--- src/rtl/sram_arbiter_if.sv ---
// Requester-side bundle for sram_arbiter: three packed request ports plus shared
// grant/read-return signals. Port i occupies slice i of every packed vector.
interface sram_arbiter_if #(
  parameter int ADDR_W = 18,
  parameter int DATA_W = 16
);
  logic [2:0]          req;
  logic [2:0]          req_we;
  logic [3*ADDR_W-1:0] req_addr;
  logic [3*DATA_W-1:0] req_wdata;
  logic [5:0]          req_be;
  logic                lock0;
  logic [2:0]          gnt;
  logic [2:0]          rvalid;
  logic [DATA_W-1:0]   rdata;

  modport master (
    output req, req_we, req_addr, req_wdata, req_be, lock0,
    input  gnt, rvalid, rdata
  );

  modport slave (
    input  req, req_we, req_addr, req_wdata, req_be, lock0,
    output gnt, rvalid, rdata
  );
endinterface

--- src/rtl/sram_arbiter.sv ---
// Three-port arbiter owning an external async SRAM: pipelined single-cycle reads,
// three-cycle setup/pulse/hold writes, port 0 on top with a bounded run, ports 1/2 round-robin.
module sram_arbiter #(
  parameter int ADDR_W     = 18,
  parameter int DATA_W     = 16,
  parameter int P0_MAX_RUN = 64
) (
  input  logic              clk,
  input  logic              reset,
  sram_arbiter_if.slave     bus,
  output logic              busy,
  output logic [ADDR_W-1:0] ram_addr,
  input  logic [DATA_W-1:0] ram_din,
  output logic [DATA_W-1:0] ram_dout,
  output logic              ram_ce,
  output logic              ram_oe,
  output logic              ram_we,
  output logic              ram_lb,
  output logic              ram_hb
);

  typedef enum logic [2:0] {
    IDLE,
    READ,
    WR_SETUP,
    WR_PULSE,
    WR_HOLD
  } stateType;

  // One spare bit so the saturating counter can always sit at or above the limit.
  localparam int              RUN_W     = $clog2(P0_MAX_RUN + 2);
  localparam logic [RUN_W-1:0] RUN_LIMIT = RUN_W'(P0_MAX_RUN);

  stateType          state;
  logic [RUN_W-1:0]  runCount;
  logic              rrPtr;      // 0: port 1 preferred next, 1: port 2 preferred next
  logic [1:0]        curPort;

  logic              runLimited;
  logic              winValid;
  logic [1:0]        winPort;
  logic              selWe;
  logic [ADDR_W-1:0] selAddr;
  logic [DATA_W-1:0] selData;
  logic [1:0]        selBe;

  function automatic logic [2:0] portOneHot(input logic [1:0] p);
    case (p)
      2'd1:    return 3'b010;
      2'd2:    return 3'b100;
      default: return 3'b001;
    endcase
  endfunction

  assign runLimited = (P0_MAX_RUN != 0) && (runCount >= RUN_LIMIT) &&
                      (bus.req[1] | bus.req[2]) && !bus.lock0;

  assign busy = (state != IDLE);

  always_comb begin
    // NOTE: every output of this block gets a value before any branch, so no latch is inferred.
    winValid = 1'b0;
    winPort  = 2'd0;
    if (bus.req[0] && !runLimited) begin
      winValid = 1'b1;
      winPort  = 2'd0;
    end else if (!bus.lock0 && (bus.req[1] | bus.req[2])) begin
      winValid = 1'b1;
      if (!rrPtr) winPort = bus.req[1] ? 2'd1 : 2'd2;
      else        winPort = bus.req[2] ? 2'd2 : 2'd1;
    end
  end

  always_comb begin
    selWe   = 1'b0;
    selAddr = '0;
    selData = '0;
    selBe   = 2'b00;
    case (winPort)
      2'd1: begin
        selWe   = bus.req_we[1];
        selAddr = bus.req_addr[ADDR_W +: ADDR_W];
        selData = bus.req_wdata[DATA_W +: DATA_W];
        selBe   = bus.req_be[3:2];
      end
      2'd2: begin
        selWe   = bus.req_we[2];
        selAddr = bus.req_addr[2*ADDR_W +: ADDR_W];
        selData = bus.req_wdata[2*DATA_W +: DATA_W];
        selBe   = bus.req_be[5:4];
      end
      default: begin
        selWe   = bus.req_we[0];
        selAddr = bus.req_addr[0 +: ADDR_W];
        selData = bus.req_wdata[0 +: DATA_W];
        selBe   = bus.req_be[1:0];
      end
    endcase
  end

  // NOTE: all state here uses non-blocking assignments so every register samples pre-edge values.
  always_ff @(posedge clk or posedge reset) begin
    if (reset) begin
      state      <= IDLE;
      runCount   <= '0;
      rrPtr      <= 1'b0;
      curPort    <= 2'd0;
      bus.gnt    <= 3'b000;
      bus.rvalid <= 3'b000;
      bus.rdata  <= '0;
      ram_addr   <= '0;
      ram_dout   <= '0;
      ram_ce     <= 1'b0;
      ram_oe     <= 1'b0;
      ram_we     <= 1'b0;
      ram_lb     <= 1'b1;
      ram_hb     <= 1'b1;
    end else begin
      bus.gnt    <= 3'b000;
      bus.rvalid <= 3'b000;

      if (state == READ) begin
        bus.rdata  <= ram_din;
        bus.rvalid <= portOneHot(curPort);
      end

      case (state)
        WR_SETUP: begin
          ram_we <= 1'b1;
          state  <= WR_PULSE;
        end
        WR_PULSE: begin
          ram_we <= 1'b0;
          state  <= WR_HOLD;
        end
        default: begin
          if (winValid) begin
            bus.gnt  <= portOneHot(winPort);
            curPort  <= winPort;
            ram_addr <= selAddr;
            ram_ce   <= 1'b1;
            ram_we   <= 1'b0;
            if (selWe) begin
              ram_dout <= selData;
              ram_oe   <= 1'b0;
              ram_hb   <= selBe[1];
              ram_lb   <= selBe[0];
              state    <= WR_SETUP;
            end else begin
              ram_oe   <= 1'b1;
              ram_hb   <= 1'b1;
              ram_lb   <= 1'b1;
              state    <= READ;
            end
            if (winPort == 2'd0) begin
              if (runCount != '1) runCount <= runCount + 1'b1;
            end else begin
              runCount <= '0;
              rrPtr    <= (winPort == 2'd1);
            end
          end else begin
            state  <= IDLE;
            ram_ce <= 1'b0;
            ram_oe <= 1'b0;
            ram_we <= 1'b0;
            ram_lb <= 1'b1;
            ram_hb <= 1'b1;
          end
        end
      endcase
    end
  end

endmodule
--- src/flat_wrapper.sv ---
// flat-port wrapper written by rule: the top's interface ports become plain ports
module sram_arbiter_flat 
#(
  parameter int ADDR_W     = 18,
  parameter int DATA_W     = 16,
  parameter int P0_MAX_RUN = 64
)
  (clk, reset, busy, ram_addr, ram_din, ram_dout, ram_ce, ram_oe, ram_we, ram_lb, ram_hb, bus_req, bus_req_we, bus_req_addr, bus_req_wdata, bus_req_be, bus_lock0, bus_gnt, bus_rvalid, bus_rdata);
  sram_arbiter_if #(.ADDR_W(ADDR_W), .DATA_W(DATA_W)) bus_i ();
  input  logic clk;
  input  logic reset;
  output logic busy;
  output logic [ADDR_W-1:0] ram_addr;
  input  logic [DATA_W-1:0] ram_din;
  output logic [DATA_W-1:0] ram_dout;
  output logic ram_ce;
  output logic ram_oe;
  output logic ram_we;
  output logic ram_lb;
  output logic ram_hb;
  input wire logic [$bits(bus_i.req)-1:0] bus_req;
  input wire logic [$bits(bus_i.req_we)-1:0] bus_req_we;
  input wire logic [$bits(bus_i.req_addr)-1:0] bus_req_addr;
  input wire logic [$bits(bus_i.req_wdata)-1:0] bus_req_wdata;
  input wire logic [$bits(bus_i.req_be)-1:0] bus_req_be;
  input wire logic [$bits(bus_i.lock0)-1:0] bus_lock0;
  output wire logic [$bits(bus_i.gnt)-1:0] bus_gnt;
  output wire logic [$bits(bus_i.rvalid)-1:0] bus_rvalid;
  output wire logic [$bits(bus_i.rdata)-1:0] bus_rdata;
  assign bus_i.req = bus_req;
  assign bus_i.req_we = bus_req_we;
  assign bus_i.req_addr = bus_req_addr;
  assign bus_i.req_wdata = bus_req_wdata;
  assign bus_i.req_be = bus_req_be;
  assign bus_i.lock0 = bus_lock0;
  assign bus_gnt = bus_i.gnt;
  assign bus_rvalid = bus_i.rvalid;
  assign bus_rdata = bus_i.rdata;
  sram_arbiter #(.ADDR_W(ADDR_W), .DATA_W(DATA_W), .P0_MAX_RUN(P0_MAX_RUN)) u_core (.clk(clk), .reset(reset), .bus(bus_i), .busy(busy), .ram_addr(ram_addr), .ram_din(ram_din), .ram_dout(ram_dout), .ram_ce(ram_ce), .ram_oe(ram_oe), .ram_we(ram_we), .ram_lb(ram_lb), .ram_hb(ram_hb));
endmodule
--- config.mk ---
export PLATFORM = sky130hd
export DESIGN_NAME = sram_arbiter_flat
export DESIGN_NICKNAME = d
export VERILOG_FILES = /design/src/rtl/sram_arbiter_if.sv /design/src/rtl/sram_arbiter.sv /design/src/flat_wrapper.sv
export SDC_FILE = /design/constraint.sdc
export NUM_CORES = 1
export LEC_CHECK = 0
export CAP_MARGIN = 0
export CORE_AREA = 2 2 140 74
export DETAILED_ROUTE_END_ITERATION = 10
export DIE_AREA = 0 0 142 76
export GPL_TIMING_DRIVEN = 0
export PLACE_DENSITY_LB_ADDON = 0.25
export SLEW_MARGIN = 25
export SYNTH_ARGS = -nofsm -noshare
export SYNTH_HDL_FRONTEND = slang
export SYNTH_SLANG_ARGS = --single-unit
export TNS_END_PERCENT = 50
--- constraint.sdc ---
create_clock -name clk -period 2.6 [get_ports clk]
set_input_delay 0.52 -clock clk [delete_from_list [all_inputs] [get_ports clk]]
set_output_delay 0.52 -clock clk [all_outputs]
set_load 0.02 [all_outputs]
# After elaboration in Yosys (flattened, before gate mapping)

Cells that the tools add are included.

Equal/unequal tests: 9
Magnitude comparators: 1
Muxes and demuxes: 29
Add/subtract/negate cells: 1
Shifts and indexed selects: 0
$mul: 0
Divide/modulo/power cells: 0
Reduce and logical (&&, ||, !) cells: 13
Bitwise operators: 3

Operator list:

| operator                                                              | count |
|---|---|
| 18-bit case mux with 2 select lines                                   | 1 |
| 16-bit case mux with 2 select lines                                   | 1 |
| 3-bit case mux with 2 select lines                                    | 3 |
| 2-bit two-way mux                                                     | 7 |
| 7-bit two-way mux                                                     | 2 |
| 1-bit two-way mux                                                     | 10 |
| 3-bit two-way mux                                                     | 3 |
| 3-bit AND reduction                                                   | 3 |
| 7-bit by 1-bit adder with 7-bit output, second input constant         | 1 |
| 7-bit greater-or-equal comparator, second input constant              | 1 |
| 7-bit != test, second input constant                                  | 1 |
| 3-bit by 2-bit equality test with 1-bit output, second input constant | 2 |
| 2-bit by 1-bit equality test with 1-bit output, second input constant | 2 |
| 2-bit equality test, second input constant                            | 2 |
| 1-bit logical AND                                                     | 4 |
| 2-bit case mux with 2 select lines                                    | 1 |
| 3-bit by 1-bit equality test with 1-bit output, second input constant | 1 |
| 3-bit nonzero test                                                    | 1 |
| 1-bit logical NOT                                                     | 2 |
| 2-bit logical NOT                                                     | 1 |
| 2-bit != test, second input constant                                  | 1 |
| 1-bit inverter                                                        | 2 |
| 1-bit case mux with 2 select lines                                    | 1 |
| 2-bit AND reduction                                                   | 1 |
| other kinds (2)                                                       | 2 |

Logic and storage cells: 70
Memory bits (writable): 0
Bits in read-only memories: 0
Output and inout bits: 62
Memories kept: 0
Register bits: 74
Latch bits: 0

# Logic depth before layout (Yosys ltp)

Word-level depth: 11
Depth in mapped cells: 11
Mapped depth without buffers: 9

# Least setup slack after synthesis

OpenSTA, ideal clock, no wires.

Path type: input-to-reg
Start point: in bus_req[0]
End point: reg u_core.ram_dout[0]
Slack: 400 ps
Arrival: 2,075 ps
Stages: 9
Setup time: 125 ps
Path through: a21oi_1 > nand3_1 > ha_1 > nor2_1 > a21oi_1 > and2_4 > buf_6 > buf_12 > mux2_4

Cells in the longest elaborated chain, start to end: 5
Elaborated cells between the ends (all ways): 8

Ends and longest elaborated chain:

| what                                                                                         | RTL line            | text |
|---|---|---|
| from (decl)                                                                                  | flat_wrapper.sv:21  | `input wire logic [$bits(bus_i.req)-1:0] bus_req;` |
| 1-bit logical AND (*)                                                                        | sram_arbiter.sv:64  | `if (bus.req[0] && !runLimited) begin` |
| 2-bit two-way mux                                                                            | sram_arbiter.sv:64  |  |
| 2-bit equality test / 2-bit by 1-bit equality test with 1-bit output (equally long branches) | sram_arbiter.sv:79  | `case (winPort)` |
| 1-bit case mux with 2 select lines                                                           | sram_arbiter.sv:79  |  |
| 3-bit AND reduction (no source line)                                                         | -                   |  |
| to (signal assigned)                                                                         | sram_arbiter.sv:144 | `ram_dout <= selData;` |
| to (decl)                                                                                    | sram_arbiter.sv:14  | `output logic [DATA_W-1:0] ram_dout,` |

Mark *: on every way between the ends. The rest lies on a longest branch, timed or not.
A chain may end at the register's enable or synchronous reset.

# Worst setup path in the final report

Same ends and word-level chain as after synthesis.

==> impl_metrics.json <==
{
  "run_status": "complete, no violations",
  "hold_buffers": 0,
  "grt_overflow": 0,
  "synth_top_area_cell": "dfrtp_1",
  "grtUsageTotal": 0.221,
  "cts_sinks": 74,
  "start_util": 0.372,
  "crit_required_ps": 2810,
  "cts_tree": "built",
  "ir_drop_mv": 0.410,
  "clkPwrFrac": 0.182,
  "post-route-cell-area_um2": 6060,
  "path_delay_family": "buffers and inverters",
  "syn-num-nets": 497,
  "h-tree-depth": 3,
  "use_met3": 0.0717,
  "core-area_um2": 9730,
  "antenna_left": 0,
  "crit_slowest_cell": "clkdlybuf4s50_1",
  "dp_hpwl_um": 8980,
  "antenna_found_initial": 0,
  "yosys_warnings": 0,
  "fin_setup_tns_ps": 0,
  "synth-edff-count": 0,
  "insertion_delay_ps": 330,
  "hold_start": "u_core.ram_addr[10]",
  "detail_route.iter0.violations": 187,
  "ys_seq_area_frac": 0.513,
  "rows": 26,
  "final_util": 0.623,
  "netlist_area_um2": 3610,
  "p_int_uw": 3950,
  "path_clk_slew_ps": 60,
  "mostFrequentLayoutCell": "clkdlybuf4s50_1",
  "finClkSkew_ps": 6.15,
  "die_h_um": 76,
  "final_cell_mix": "194 x clkdlybuf4s50_1, 72 x dfrtp_1, 47 x nand2_1",
  "swShare": 0.365,
  "synth_xor_area_frac": 0,
  "diodes": 0,
  "fin_crit_ps": 2510,
  "ys_top_cells_by_area": "dfrtp_1 50%, mux2_2 8.1%, a22oi_1 7.7%",
  "yosys.area_share.adder": 0.0208,
  "grtUsageMet1": 0.294,
  "wl_um": 11600,
  "r2r_slack_ps": 350,
  "drt_first_pass_iters": 4,
  "critPathMaxFanout": 10,
  "grt_pass1_wl_um": 18300,
  "synth_cells": 358,
  "relSlewSlack": 0.546,
  "n_fill_cell": 812,
  "hold_violations": 0,
  "syn2layout_area_growth_pct": 67.7,
  "worst_r2r_startpoint": "u_core.runCount[6]",
  "place_congestion": 0.858,
  "synth_top_area_share": 0.498,
  "async_flop_share": 1.00,
  "grt.busiest_layer": "met2",
  "drv_cap": 0,
  "synth_top_family_by_area": "compound AO/OA/AOI/OAI gates",
  "rsz0062_at_grt": "yes",
  "max_stage_delay_ps": 460,
  "tightest_slew_ps": 680,
  "powerDensity_nw_per_um2": 1030,
  "clock-root-buffer": "clkbuf_16",
  "cp-end-kind": "register",
  "path_class": "in2reg",
  "fin_nets": 704,
  "max_freq_mhz": 399,
  "synth_cell_types": 36,
  "p_leak_uw": 0.00251,
  "clock_path_buffers": 2,
  "via_count": 3483,
  "cts_inserted_buffers": 9,
  "slew_viol_final": 0,
  "synth-simple-area-share": 0.115,
  "setup_viol": 0,
  "ys_ff_latch": 74,
  "pwr-share-comb": 0.496,
  "synth_compound_area_frac": 0.190,
  "die_w_um": 142,
  "path_cells": "clkdlybuf4s50_1, a21oi_2, nand3_1, ha_1, clkbuf_2, clkbuf_4, nor2_1, a21oi_1, mux2_4",
  "vias_per_cell": 5.00,
  "synth_ff_type": "dfrtp_1",
  "synthMuxAreaShare": 0.113,
  "cp-start-kind": "primary input",
  "p_seq_frac": 0.322,
  "cp.arrival_ps": 2720,
  "grt_pass1_vias": 3558,
  "numPortBuffers": 194,
  "grt_start_max_net_pins": 46,
  "crit_buf_inv": 3,
  "post-route-period-util": 0.964,
  "remaining_drc_errors": 0,
  "startpoint": "bus_req[0]",
  "drive_gt1_frac": 0.142,
  "syn_area_per_cell_um2": 10.1,
  "placed_area_um2": 5740,
  "use_met2": 0.350,
  "hp-class": "reg2reg",
  "die-area_um2": 10800,
  "p_sw_uw": 2270,
  "ioPinCount": 195,
  "wl_per_cell_um": 16.7
}
## synth_stat cells, drive strengths merged, types with 5 or more instances
| cell type | instances |
|---|---|
| nand2 | 47 |
| a21oi | 25 |
| a22oi | 37 |
| mux2 | 33 |
| o21ai | 44 |
| nor2 | 23 |
| and2 | 8 |
| clkbuf | 9 |
| nand3 | 5 |
| dfrtp | 72 |
| ha | 6 |
| buf | 18 |
| inv | 9 |
## metal layers
layer | routed length, um | up-vias
met3 | 801 | 9
met2 | 5530 | 127
met5 | 0 | -
li1 | - | 1680
met1 | 5180 | 1667
met4 | 97 | 0
## path summary, 6_finish.rpt
check	cells after the start	end
min in group asynchronous	2	u_core.ram_dout[15]
hold reg to reg	2	u_core.ram_addr[10]
hold / removal	2	u_core.ram_addr[10]
setup reg to reg	9	u_core.ram_dout[0]
max in group asynchronous	3	u_core.ram_hb
setup / recovery	9	u_core.ram_dout[0]
## area by class of cell
class,instances,area [um^2],area share
Inverter,9,36.3,0.00598
Timing Repair Buffer,196,1980,0.326
Buffer,27,166,0.0274
Sequential cell,74,1850,0.306
Clock buffer,11,243,0.0400
Tap cell,126,158,0.0260
Multi-Input combinational cell,248,1600,0.264
Clock inverter,5,31.3,0.00516
## state kept, by name (all words and copies together), names as in the netlist, 2 cells and up
| register | cells |
|---|---|
| u_core.bus.rvalid | 3 |
| u_core.bus.rdata | 16 |
| u_core.state | 3 |
| u_core.bus.gnt | 3 |
| u_core.curPort | 2 |
| u_core.ram_dout | 16 |
| u_core.ram_addr | 18 |
| u_core.runCount | 7 |
## worst reg2reg max path: cells and delay by family, from the launching register on
| family | cells | cell delay [ps] |
|---|---|---|
| AO/OA/AOI/OAI | 2 | 220 |
| adder cells (fa/ha/maj) | 1 | 380 |
| buffers and inverters | 3 | 580 |
| flip-flops | 1 | 360 |
| multiplexers | 1 | 260 |
| AND/OR/NAND/NOR | 2 | 320 |
## what timing repair did
action / in CTS / in global routing
setup buffers: 0 / 1
endpoints found under the hold margin: 0 / 0
pin swaps: 0 / 1
endpoints found under the setup margin: 38 / 35
gates resized for setup: 10 / 17
## metrics by stage
step / power, uW / hold slack, ps / instances / setup slack, ps
after floorplan: 3610 / 454 / 358 / 202
after global placement: 5000 / 462 / 678 / -1090
after detailed placement: 5100 / 469 / 679 / -769
after CTS: 6270 / 482 / 695 / 6.90
after global routing: 6600 / 509 / 696 / -13.6
final: 6220 / 477 / 696 / 93.2
## power groups by stage
stage	Sequential [uW]	Combinational (uW)	Clock [uW]
2_1_floorplan	2530	1090	0
3_3_place_gp	1980	3020	0
5_1_grt	2060	3310	1230
6_report	2000	3080	1130
4_1_cts	2000	3110	1170
3_5_place_dp	2010	3090	0
## cells by family after synthesis
logic type | count (synthesis)
buf+inv | 36
flops | 74
compound gates | 114
mux | 34
simple gates | 94
fa+ha+maj | 6
(Power assumes the default switching activity.)
